`config.mk`:
```
export PLATFORM = sky130hd
export DESIGN_NAME = bitrev_pair_buffer
export DESIGN_NICKNAME = d
export VERILOG_FILES = /design/src/rtl/dft_pkg.sv /design/src/rtl/dft_sample_ram.sv /design/src/rtl/bitrev_pair_buffer.sv
export SDC_FILE = /design/constraint.sdc
export NUM_CORES = 1
export LEC_CHECK = 0
export ABC_AREA = 0
export CELL_PAD_IN_SITES_DETAIL_PLACEMENT = 1
export CELL_PAD_IN_SITES_GLOBAL_PLACEMENT = 1
export CORE_MARGIN = 2
export CORE_UTILIZATION = 53
export CTS_BUF_LIST = sky130_fd_sc_hd__clkbuf_4 sky130_fd_sc_hd__clkbuf_8
export CTS_CLUSTER_SIZE = 14
export DETAILED_ROUTE_END_ITERATION = 7
export DONT_BUFFER_PORTS = 1
export HOLD_SLACK_MARGIN = 0.05
export PLACE_DENSITY_LB_ADDON = 0.1
export RECOVER_POWER = 50
export SYNTH_ARGS = -nofsm -noshare
export SYNTH_HDL_FRONTEND = slang
export SYNTH_SLANG_ARGS = --single-unit
```
`constraint.sdc`:
```
create_clock -name i_CLK -period 2 [get_ports i_CLK]
set_input_delay 0.3 -clock i_CLK [delete_from_list [all_inputs] [get_ports i_CLK]]
set_output_delay 0.3 -clock i_CLK [all_outputs]
set_load 0.01 [all_outputs]
```
`src/rtl/dft_pkg.sv`:
```
// Shared defaults, FSM state type and bit-reverse helper
// for the bit-reversed pair buffer feeding a radix-2 butterfly.
package dft_pkg;

  localparam int WORD_SZ_DEF  = 8;
  localparam int N_POINTS_DEF = 8;

  typedef enum logic {
    FILL  = 1'b0,
    DRAIN = 1'b1
  } state_t;

  // Reverse the low nbits of v; upper bits of the result are zero.
  function automatic logic [31:0] bitrev(
    input logic [31:0] v,
    input int          nbits
  );
    logic [31:0] r;
    r = '0;
    for (int i = 0; i < nbits; i++) begin
      r[i] = v[nbits-1-i];
    end
    return r;
  endfunction

endpackage

```
`src/rtl/dft_sample_ram.sv`:
```
// Frame store: N x W, one sync write port, two async reads.
// Ports: clk, we/waddr/wdata write; raddr1/2 -> rdata1/2 read.
module dft_sample_ram #(
  parameter int W  = 8,
  parameter int N  = 8,
  parameter int AW = $clog2(N)
) (
  input  logic          clk,
  input  logic          we,
  input  logic [AW-1:0] waddr,
  input  logic [W-1:0]  wdata,
  input  logic [AW-1:0] raddr1,
  input  logic [AW-1:0] raddr2,
  output logic [W-1:0]  rdata1,
  output logic [W-1:0]  rdata2
);

  logic [W-1:0] mem [N];

  always_ff @(posedge clk) begin
    if (we) begin
      mem[waddr] <= wdata;
    end
  end

  assign rdata1 = mem[raddr1];
  assign rdata2 = mem[raddr2];

endmodule

```
`src/rtl/bitrev_pair_buffer.sv`:
```
// Buffers one natural-order frame, then emits bit-reversed
// operand pairs (out1/out2) with valid/ready on both sides.
module bitrev_pair_buffer
  import dft_pkg::*;
#(
  parameter int WORD_SZ  = WORD_SZ_DEF,
  parameter int N_POINTS = N_POINTS_DEF
) (
  input  logic               i_CLK,
  input  logic               i_RESET,
  input  logic [WORD_SZ-1:0] i_sample,
  input  logic               i_valid,
  output logic               o_ready,
  output logic [WORD_SZ-1:0] o_out1,
  output logic [WORD_SZ-1:0] o_out2,
  output logic               o_valid,
  input  logic               i_ready,
  output logic               o_frame_last
);

  localparam int AW = $clog2(N_POINTS);
  localparam int PW = AW - 1;
  localparam logic [AW-1:0] WLAST = AW'(N_POINTS - 1);
  localparam logic [PW-1:0] PLAST = PW'(N_POINTS / 2 - 1);

  state_t state_q, state_d;

  logic [AW-1:0]      wr_cnt;
  logic [PW-1:0]      rd_cnt;
  logic [PW-1:0]      nxt;
  logic               wr_en;
  logic               in_last;
  logic               out_hs;
  logic               load;
  logic [AW-1:0]      ra1;
  logic [AW-1:0]      ra2;
  logic [WORD_SZ-1:0] rd1;
  logic [WORD_SZ-1:0] rd2;

  assign o_ready = (state_q == FILL) && !i_RESET;
  assign wr_en   = i_valid && o_ready;
  assign in_last = wr_en && (wr_cnt == WLAST);
  assign out_hs  = o_valid && i_ready;

  // Pair 0 only needs mem[0] and mem[N/2], both written
  // before the final sample, so it can load on that edge.
  assign ra1 = AW'(bitrev(32'({nxt, 1'b0}), AW));
  assign ra2 = AW'(bitrev(32'({nxt, 1'b1}), AW));

  dft_sample_ram #(
    .W (WORD_SZ),
    .N (N_POINTS),
    .AW(AW)
  ) u_ram (
    .clk   (i_CLK),
    .we    (wr_en),
    .waddr (wr_cnt),
    .wdata (i_sample),
    .raddr1(ra1),
    .raddr2(ra2),
    .rdata1(rd1),
    .rdata2(rd2)
  );

  always_comb begin
    state_d = state_q;
    load    = 1'b0;
    nxt     = '0;
    unique case (state_q)
      FILL: begin
        if (in_last) begin
          state_d = DRAIN;
          load    = 1'b1;
        end
      end
      DRAIN: begin
        nxt = rd_cnt + 1'b1;
        if (out_hs) begin
          if (rd_cnt == PLAST) begin
            state_d = FILL;
          end else begin
            load = 1'b1;
          end
        end
      end
      default: state_d = FILL;
    endcase
  end

  always_ff @(posedge i_CLK) begin
    if (i_RESET) begin
      state_q <= FILL;
    end else begin
      state_q <= state_d;
    end
  end

  always_ff @(posedge i_CLK) begin
    if (i_RESET) begin
      wr_cnt       <= '0;
      rd_cnt       <= '0;
      o_valid      <= 1'b0;
      o_out1       <= '0;
      o_out2       <= '0;
      o_frame_last <= 1'b0;
    end else begin
      if (wr_en) begin
        wr_cnt <= in_last ? '0 : wr_cnt + 1'b1;
      end
      if (load) begin
        o_out1       <= rd1;
        o_out2       <= rd2;
        o_valid      <= 1'b1;
        o_frame_last <= (nxt == PLAST);
        rd_cnt       <= nxt;
      end else if (out_hs) begin
        // only reached on the last pair of the frame
        o_valid      <= 1'b0;
        o_frame_last <= 1'b0;
        rd_cnt       <= '0;
      end
    end
  end

endmodule

```
== Word level (Yosys, flattened, before mapping) ==
Memory sizes are Yosys's and may differ from the RTL's. A register that Yosys moved wholly into a read port is not among the register bits.
Cells that the tools add are included.

* Bits in registers: 8
* RAM bits: 64
* Input port bits: 12
* Output and inout port bits: 19
* Logic and storage cells: 33
* Memories: 1

* Add/subtract/negate cells: 2
* Equality and inequality tests: 3
* Multiplexer cells: 15
* Bitwise operators: 1
* Reduce and logical (&&, ||, !) cells: 6

{| class="wikitable"
|+ Memory list
! memory !! words !! width !! rd ports !! clocked after Yosys merged registers in !! write ports !! RTL line !! text
|-
| u_ram.mem || 8 || 8 || 2 || 2 || 1 || dft_sample_ram.sv:18 || <nowiki>logic [W-1:0] mem [N];</nowiki>
|}

{| class="wikitable"
|+ Operators by type and width
! operator !! count
|-
| two-way mux 1 bit || 9
|-
| two-way mux 2 bit || 3
|-
| == test 2 bit, second input constant || 2
|-
| logical AND 1 bit || 4
|-
| case mux 1 bit (2 select lines) || 2
|-
| adder 3 x 1 -> 3 bit, second input constant || 1
|-
| == test 3 bit, second input constant || 1
|-
| two-way mux 3 bit || 1
|-
| adder 2 x 1 -> 2 bit, second input constant || 1
|-
| nonzero test 2 bit || 1
|-
| logical NOT 1 bit || 1
|-
| inverter 1 bit || 1
|}

== Depth between registers and ports, before layout ==
Gate-level depths: netlist of the first run.

* Depth after elaboration: 7
* Depth in mapped cells: 6
* Depth with buffers taken out: 5

== Hierarchy ==
A second synthesis of the first run with hierarchy kept.

* Cell total of the unflattened synthesis: 248
* Area, all modules: 4222.8 µm²

{| class="wikitable"
|+ By module, submodules not included
! module !! instances !! cells an instance !! area an instance (µm²) !! seq. area each (µm²)
|-
| dft_sample_ram || 1 || 135 || 3078.0 || 1921.8
|-
| bitrev_pair_buffer || 1 || 113 || 1144.8 || 480.5
|}

== Worst setup path after synthesis of the first run ==
OpenSTA, ideal clock, no wires.

* Path kind: input-to-reg
* Start: input port i_RESET
* End: memory u_ram.mem[1][0], enable pin
* Setup time: 0.383 ns
* Arrival: 1.467 ns
* Required time: 1.617 ns
* Path slack: 0.150 ns
* Stages on the path: 4
* Path buffers: 1
* Cell sequence: buf_2 nor2_2 nand3_1 nor3_1

* Cells in the longest elaborated chain, start to end: 5

{| class="wikitable"
|+ Ends and longest elaborated chain
! item !! RTL line !! text
|-
| start, declared || bitrev_pair_buffer.sv:10 || <nowiki>input logic i_RESET,</nowiki>
|-
| logical NOT 1 bit || bitrev_pair_buffer.sv:40 || <nowiki>assign o_ready = (state_q == FILL) && !i_RESET;</nowiki>
|-
| logical AND 1 bit || bitrev_pair_buffer.sv:40 ||
|-
| named net o_ready || bitrev_pair_buffer.sv:13 || <nowiki>output logic o_ready,</nowiki>
|-
| logical AND 1 bit || bitrev_pair_buffer.sv:41 || <nowiki>assign wr_en = i_valid && o_ready;</nowiki>
|-
| two-way mux 1 bit || dft_sample_ram.sv:21 || <nowiki>if (we) begin</nowiki>
|-
| two-way mux 1 bit (implied by the code) || dft_sample_ram.sv:22 || <nowiki>mem[waddr] <= wdata;</nowiki>
|-
| end, declared || dft_sample_ram.sv:18 ||
|}

The timed path passes the listed nets, and every way through them passes these cells.

== Worst setup path after layout of the first run ==
* Start: register wr_cnt[1]
* End: register o_out1[1], read port of u_ram.mem

* Cells in the longest elaborated chain, start to end: 4

{| class="wikitable"
|+ Ends and longest elaborated chain
! item !! RTL line !! text
|-
| start, declared || bitrev_pair_buffer.sv:28 || <nowiki>logic [AW-1:0] wr_cnt;</nowiki>
|-
| start signal, assigned || bitrev_pair_buffer.sv:108 || <nowiki>wr_cnt <= in_last ? '0 : wr_cnt + 1'b1;</nowiki>
|-
| == test 3 bit || bitrev_pair_buffer.sv:42 || <nowiki>assign in_last = wr_en && (wr_cnt == WLAST);</nowiki>
|-
| logical AND 1 bit || bitrev_pair_buffer.sv:42 ||
|-
| two-way mux 1 bit || bitrev_pair_buffer.sv:71 || <nowiki>if (in_last) begin</nowiki>
|-
| case mux 1 bit (2 select lines) || bitrev_pair_buffer.sv:69 || <nowiki>unique case (state_q)</nowiki>
|-
| end, declared || bitrev_pair_buffer.sv:14 || <nowiki>output logic [WORD_SZ-1:0] o_out1,</nowiki>
|}

Every way passes these cells.
A chain may end at the register's enable or synchronous reset.

==> results.yml, run 1 <==
clocking:
  cts_root_buf: "clkbuf_8"
  clock_path_buffers: 2
  clock_latency_ns: 0.35
  h-tree-depth: 3
  post_cts_resize_count: 0
  clock-sinks: 88
  cts_tree: "built"
  clkTransAtPathRegs_ns: 0.08
  cts_buffers: 9
layout:
  multiInputGateArea_um2: 937
  diodes: 0
  final-seq-area_um2: 2400
  final_nets: 298
  drive_above_1_share: 0.118
  area_growth_syn_to_layout_pct: 13.7
  stdcell_count: 365
  nFillCells: 628
detailed_routing:
  ant_nets: 0
  viasPerCell: 5.96
  drt_iter0_markers: 103
  route.detailed.wl_per_inst_um: 20.5
  drc: 0
  via_count: 2174
  firstDrtPassIters: 4
  drt_wl_total_um: 7490
logic_synthesis:
  synthMuxAreaShare: 0.00622
  synth.distinct_cells: 22
  synth-xor-area-share: 0
  synth_edf_count: 64
  syn_area_um2: 3420
  yosys_warnings: 0
  synth-simple-area-share: 0.137
  yosys-top-cells-count: "edfxtp_1 (64), nand2_1 (37), dfxtp_1 (24)"
  synth_compound_area_frac: 0.120
  ys_seq_elements: 88
  synth_top_area_cell: "edfxtp_1"
  synthArstFlopShare: 0
  synthAdderAreaFrac: 0.0110
  synthFlopType: "edfxtp_1"
  syn_inst: 264
  synth_top_area_share: 0.562
  synth_top_family_by_area: "simple AND/OR/NAND/NOR gates"
  yosys-top-cells-area: "edfxtp_1 (56%), dfxtp_1 (14%), a311o_1 (4.7%)"
  syn_nets: 279
  yosysMostFrequentCell: "edfxtp_1"
  synth_area_per_cell_um2: 13.0
  synth_seq_area_share: 0.702
sta:
  max_freq_mhz: 572
  fin_tns_setup_ns: 0
  worst_slew_pin_slew_ns: 1.06
  post-route-period-util: 0.873
  drv_slew: 0
  final-setup-viol-count: 0
  skew_ns: 0.00861
  hold_viol_final: 0
  rsz0062_at_grt: "no"
  period_needed_ns: 1.75
  slew_headroom: 0.293
grt:
  first_global_vias: 2227
  antenna_found_initial: 0
  grt_pass1_wl_um: 12000
  grt_max_degree: 40
  track_usage: 0.226
  grt_overflow: 0
placement:
  placed_cells: 340
  portBuffers: 0
  place_congestion: 0.700
  dp_hpwl_um: 4540
worst_setup_path:
  crit_family: "compound AO/OA/AOI/OAI gates"
  crit_required_ns: 2.27
  slowest_stage: "dfxtp_1"
  crit_fanout: 9
  critPathMaxStageDelay_ns: 0.44
  crit_path_start_kind: "register"
  path_cells: "ha_1 -> ha_1 -> a31oi_4 -> buf_4 -> a311o_1 -> a21oi_1"
  critPathMostFrequentCell: "ha_1"
  path_class: "register to register"
  crit_buf_inv: 1
  cp.arrival_ns: 2.02
  end_kind: "register"
floorplanning:
  core_um2: 6310
  start_util: 0.542
  row_count: 29
  dieArea_um2: 7120
  ioPinCount: 31
  die_h_um: 84.4
  die_x_um: 84.4
status:
  outcome: "completed"
pwr:
  ir_drop_mv: 0.534
  power.density_nw_per_um2: 858
  p_leak_nw: 1.28
job:
  max-cap-violations: 0
worst_hold_path:
  worstHoldPathType: "input pin to register"
[sequential cells by signal, summed over array words and instances (netlist names)]
name,cells
u_ram.mem,64
o_out1,8
o_out2,8
wr_cnt,3
rd_cnt,2
o_frame_last,1
o_valid,1
state_q,1
[final timing paths]
kind	start	endpoint	slack, ns	cells after the start
setup / recovery	wr_cnt[1]	o_out1[1]	0.25	6
hold / removal	i_ready	o_valid	0.14	2
setup reg to reg	wr_cnt[1]	o_out1[1]	0.25	6
hold reg to reg	rd_cnt[1]	rd_cnt[1]	0.50	2
[metal layers]
layer	wire, um	track usage
met4	155	0.0664
met1	3270	0.298
met2	3630	0.372
met3	438	0.0590
met5	0	0
[where the power goes]
group / leakage [nW] / total [mW] / internal, mW / switching [mW]
Clock: 0.113 / 1.28 / 0.690 / 0.592
Combinational: 0.394 / 0.0763 / 0.0264 / 0.0499
Sequential: 0.772 / 1.98 / 1.97 / 0.00852
Total: 1.28 / 3.34 / 2.69 / 0.650
[cell type report]
cell class                      instances  share of cell area
Timing Repair Buffer                   26              0.0624
Multi-Input combinational cell        158               0.241
Tap cell                               77              0.0248
Clock inverter                          3              0.0103
Clock buffer                           13              0.0444
Sequential cell                        88               0.617
[per-stage QoR]
| step | hold WS (ns) | total power [mW] | utilization | worst slack, ns | area (um2) |
|---|---|---|---|---|---|
| floorplan | 0.399 | 2.05 | - | 0.150 | 3420 |
| global route | 0.150 | 3.43 | 0.616 | 0.0856 | 3890 |
| finish | 0.135 | 3.34 | 0.616 | 0.253 | 3890 |
| detailed placement | 0.374 | 2.06 | 0.569 | 0.302 | 3590 |
| CTS | 0.126 | 3.36 | 0.617 | 0.244 | 3890 |
| global placement | 0.372 | 2.06 | 0.569 | 0.329 | 3590 |
[layout by cell type, fill, tap and decap left out, types with 2 or more instances in the layout]
| cell type | n |
|---|---|
| a311o_1 | 16 |
| nand2b_1 | 5 |
| dlygate4sd3_1 | 9 |
| nor3_1 | 4 |
| buf_12 | 2 |
| a211oi_1 | 16 |
| nand2_1 | 37 |
| ha_1 | 3 |
| edfxtp_1 | 64 |
| buf_4 | 15 |
| nor2_1 | 12 |
| a21oi_1 | 22 |
| dfxtp_1 | 24 |
| nor2b_1 | 16 |
| clkbuf_8 | 12 |
| nand3_1 | 20 |
| clkinv_2 | 2 |
[logic make-up (layout without fill, tap and decap cells)]
logic type,after synthesis,after routing
muxes,2,2
AOI/OAI and AO/OA,55,55
and+or+nand+nor,98,98
adders and majority gates,3,3
DFF,88,88
buffers and inverters,18,42
[repair_timing]
action	in CTS	in global routing
setup buffers	0	0
hold buffers	9	0
endpoints found under the hold margin	88	0
Power figures use the tool's default switching activity.
==> run 2: changes to the inputs <==
ABC_AREA = 1   (was 0)
CORE_UTILIZATION = 51   (was 53)
==> results.yml, run 2 <==
status:
  outcome: "completed"
grt:
  grt_overflow: 0
  grt_max_degree: 35
  globalRoute.busiestLayer: "met2"
  grt_pass1_wl_um: 14800
  antenna_found_initial: 0
  track_usage: 0.235
  met1_usage: 0.321
  grtUsageMet3: 0.0473
  grt_use_met2: 0.367
  first_global_vias: 2779
placement:
  dp_hpwl_um: 6050
  place_congestion: 0.765
  placed_cells: 502
  portBuffers: 0
layout:
  area_growth_syn_to_layout_pct: 10.1
  mostFrequentLayoutCells: "nand2_1 (78), inv_1 (75), nand3_1 (69)"
  diodes: 0
  final_util: 0.585
  drive_above_1_share: 0.0864
  largest_reg_flops: 64
  final_common_cell: "nand2_1"
  nFillCells: 842
  final_nets: 438
  largestRegisters: "u_ram.mem x64, o_out1 x8, o_out2 x8"
  regMostFlops: "u_ram.mem"
  multiInputGateArea_um2: 1090
  final-seq-area_um2: 2400
  stdcell_count: 527
detailed_routing:
  ant_nets: 0
  via_count: 2718
  firstDrtPassIters: 5
  drt_wl_total_um: 9120
  viasPerCell: 5.16
  drc: 0
  route.detailed.wl_per_inst_um: 17.3
  drt_iter0_markers: 161
logic_synthesis:
  yosysMostFrequentCell: "nand2_1"
  yosys-top-cells-area: "edfxtp_1 (49%), dfxtp_1 (12%), nand3_1 (8.9%)"
  synth.distinct_cells: 21
  syn_inst: 408
  yosys-top-cells-count: "nand2_1 (78), inv_1 (75), nand3_1 (69)"
  synth_edf_count: 64
  syn_nets: 423
  synth_seq_area_share: 0.616
  synthFlopType: "edfxtp_1"
  ys_seq_elements: 88
  syn_area_um2: 3900
  synth_area_per_cell_um2: 9.55
  synth_top_area_share: 0.493
  yosys_warnings: 0
  synth_top_area_cell: "edfxtp_1"
  synthArstFlopShare: 0
worst_setup_path:
  end_kind: "register"
  crit_fanout: 34
  cp.arrival_ns: 2.15
  crit_required_ns: 2.31
  path_class: "register to register"
  crit_path_start_kind: "register"
job:
  max-cap-violations: 0
clocking:
  cts_root_buf: "clkbuf_8"
  cts_tree: "built"
  h-tree-depth: 3
  postCtsSetupBuffers: 0
  clock_latency_ns: 0.36
  clkTransAtPathRegs_ns: 0.09
  clock_path_buffers: 2
  clock-sinks: 88
  cts_buffers: 9
  post_cts_resize_count: 0
pwr:
  ir_drop_mv: 0.432
  power.share.combinational: 0.027
  p_int_mw: 2.58
  seqPwrFrac: 0.600
  power.density_nw_per_um2: 767
  netSwitchingPower_mw: 0.715
  p_clk_frac: 0.373
  p_leak_nw: 1.90
  p_sw_frac: 0.217
sta:
  fin_tns_setup_ns: 0
  period_needed_ns: 1.84
  post-route-period-util: 0.920
  max_freq_mhz: 544
  worst_slew_pin_slew_ns: 0.531
  drv_slew: 0
  hold_viol_final: 0
  skew_ns: 0.0107
  hold_ws_ns: 0.171
  rsz0062_at_grt: "no"
  final-setup-viol-count: 0
  slew_headroom: 0.644
floorplanning:
  row_count: 31
  core_um2: 7330
  dieArea_um2: 8360
  die_x_um: 91.4
  start_util: 0.532
  die_h_um: 91.4
  ioPinCount: 31
worst_hold_path:
  worstHoldPathType: "input pin to register"
run 2: cell types whose count changed after synthesis, sizes merged, moves of 33 or more:
cell,change
nand3,+50
nand2,+45
nor2,+33
inv,+77
run 2: layout make-up:
class | count | area share
Clock buffer | 9 | 0.0289
Tap cell | 99 | 0.0289
Sequential cell | 88 | 0.560
Timing Repair Buffer | 21 | 0.0420
Clock inverter | 7 | 0.0166
Inverter | 78 | 0.0688
Multi-Input combinational cell | 225 | 0.255
run 2: logic make-up (layout without fill, tap and decap cells):
kind of cell,after synthesis,in the layout,synth area share
buffers and inverters,95,115,0.103
flip-flops,88,88,0.616
AND/OR/NAND/NOR,213,213,0.259
adder cells (fa/ha/maj),3,3,0.00963
AO/OA/AOI/OAI,9,9,0.0116
run 2: metrics by stage:
step           total power, mW  setup WS [ns]  cell area (um2)
2_1_floorplan             2.06          0.341             3900
3_3_place_gp              2.08          0.340             4010
3_5_place_dp              2.08          0.204             4010
4_1_cts                   3.32          0.195             4290
5_1_grt                   3.39         0.0900             4290
6_report                  3.29          0.160             4290
run 2: final timing paths:
check / start / endpoint / slack, ns / cells past startpoint
max reg2reg: state_q / o_out2[5] / 0.16 / 7
max: state_q / o_out2[5] / 0.16 / 7
min: i_ready / o_valid / 0.17 / 3
min reg2reg: rd_cnt[1] / rd_cnt[1] / 0.51 / 2
run 2: worst max-delay path, cell delays in order, from the launching register on:
cell and delay, ns:
dfxtp_1 0.47, buf_4 0.42, nand2_2 0.33, nand2_1 0.16, nand3_1 0.12, nand2_1 0.14, nor2_1 0.05, nor2_1 0.08
run 2: metal layers:
layer / wire, um / share of wire
met1: 4160 / 0.46
met2: 4240 / 0.46
met3: 474 / 0.052
met4: 250 / 0.027
met5: 0 / 0
run 2: power groups by stage:
stage	clock network (mW)	registers [mW]	logic, mW
detailed placement	0	2.02	0.0581
floorplan	0	2.02	0.0388
finish	1.23	1.98	0.0888
CTS	1.25	1.98	0.0894
global route	1.31	1.98	0.0995
global placement	0	2.02	0.0565
run 2: repair_timing:
| action | in CTS | in global routing |
|---|---|---|
| hold endpoints to repair | 69 | 0 |
| endpoints found under the setup margin | 0 | 0 |
| hold buffers | 9 | 0 |
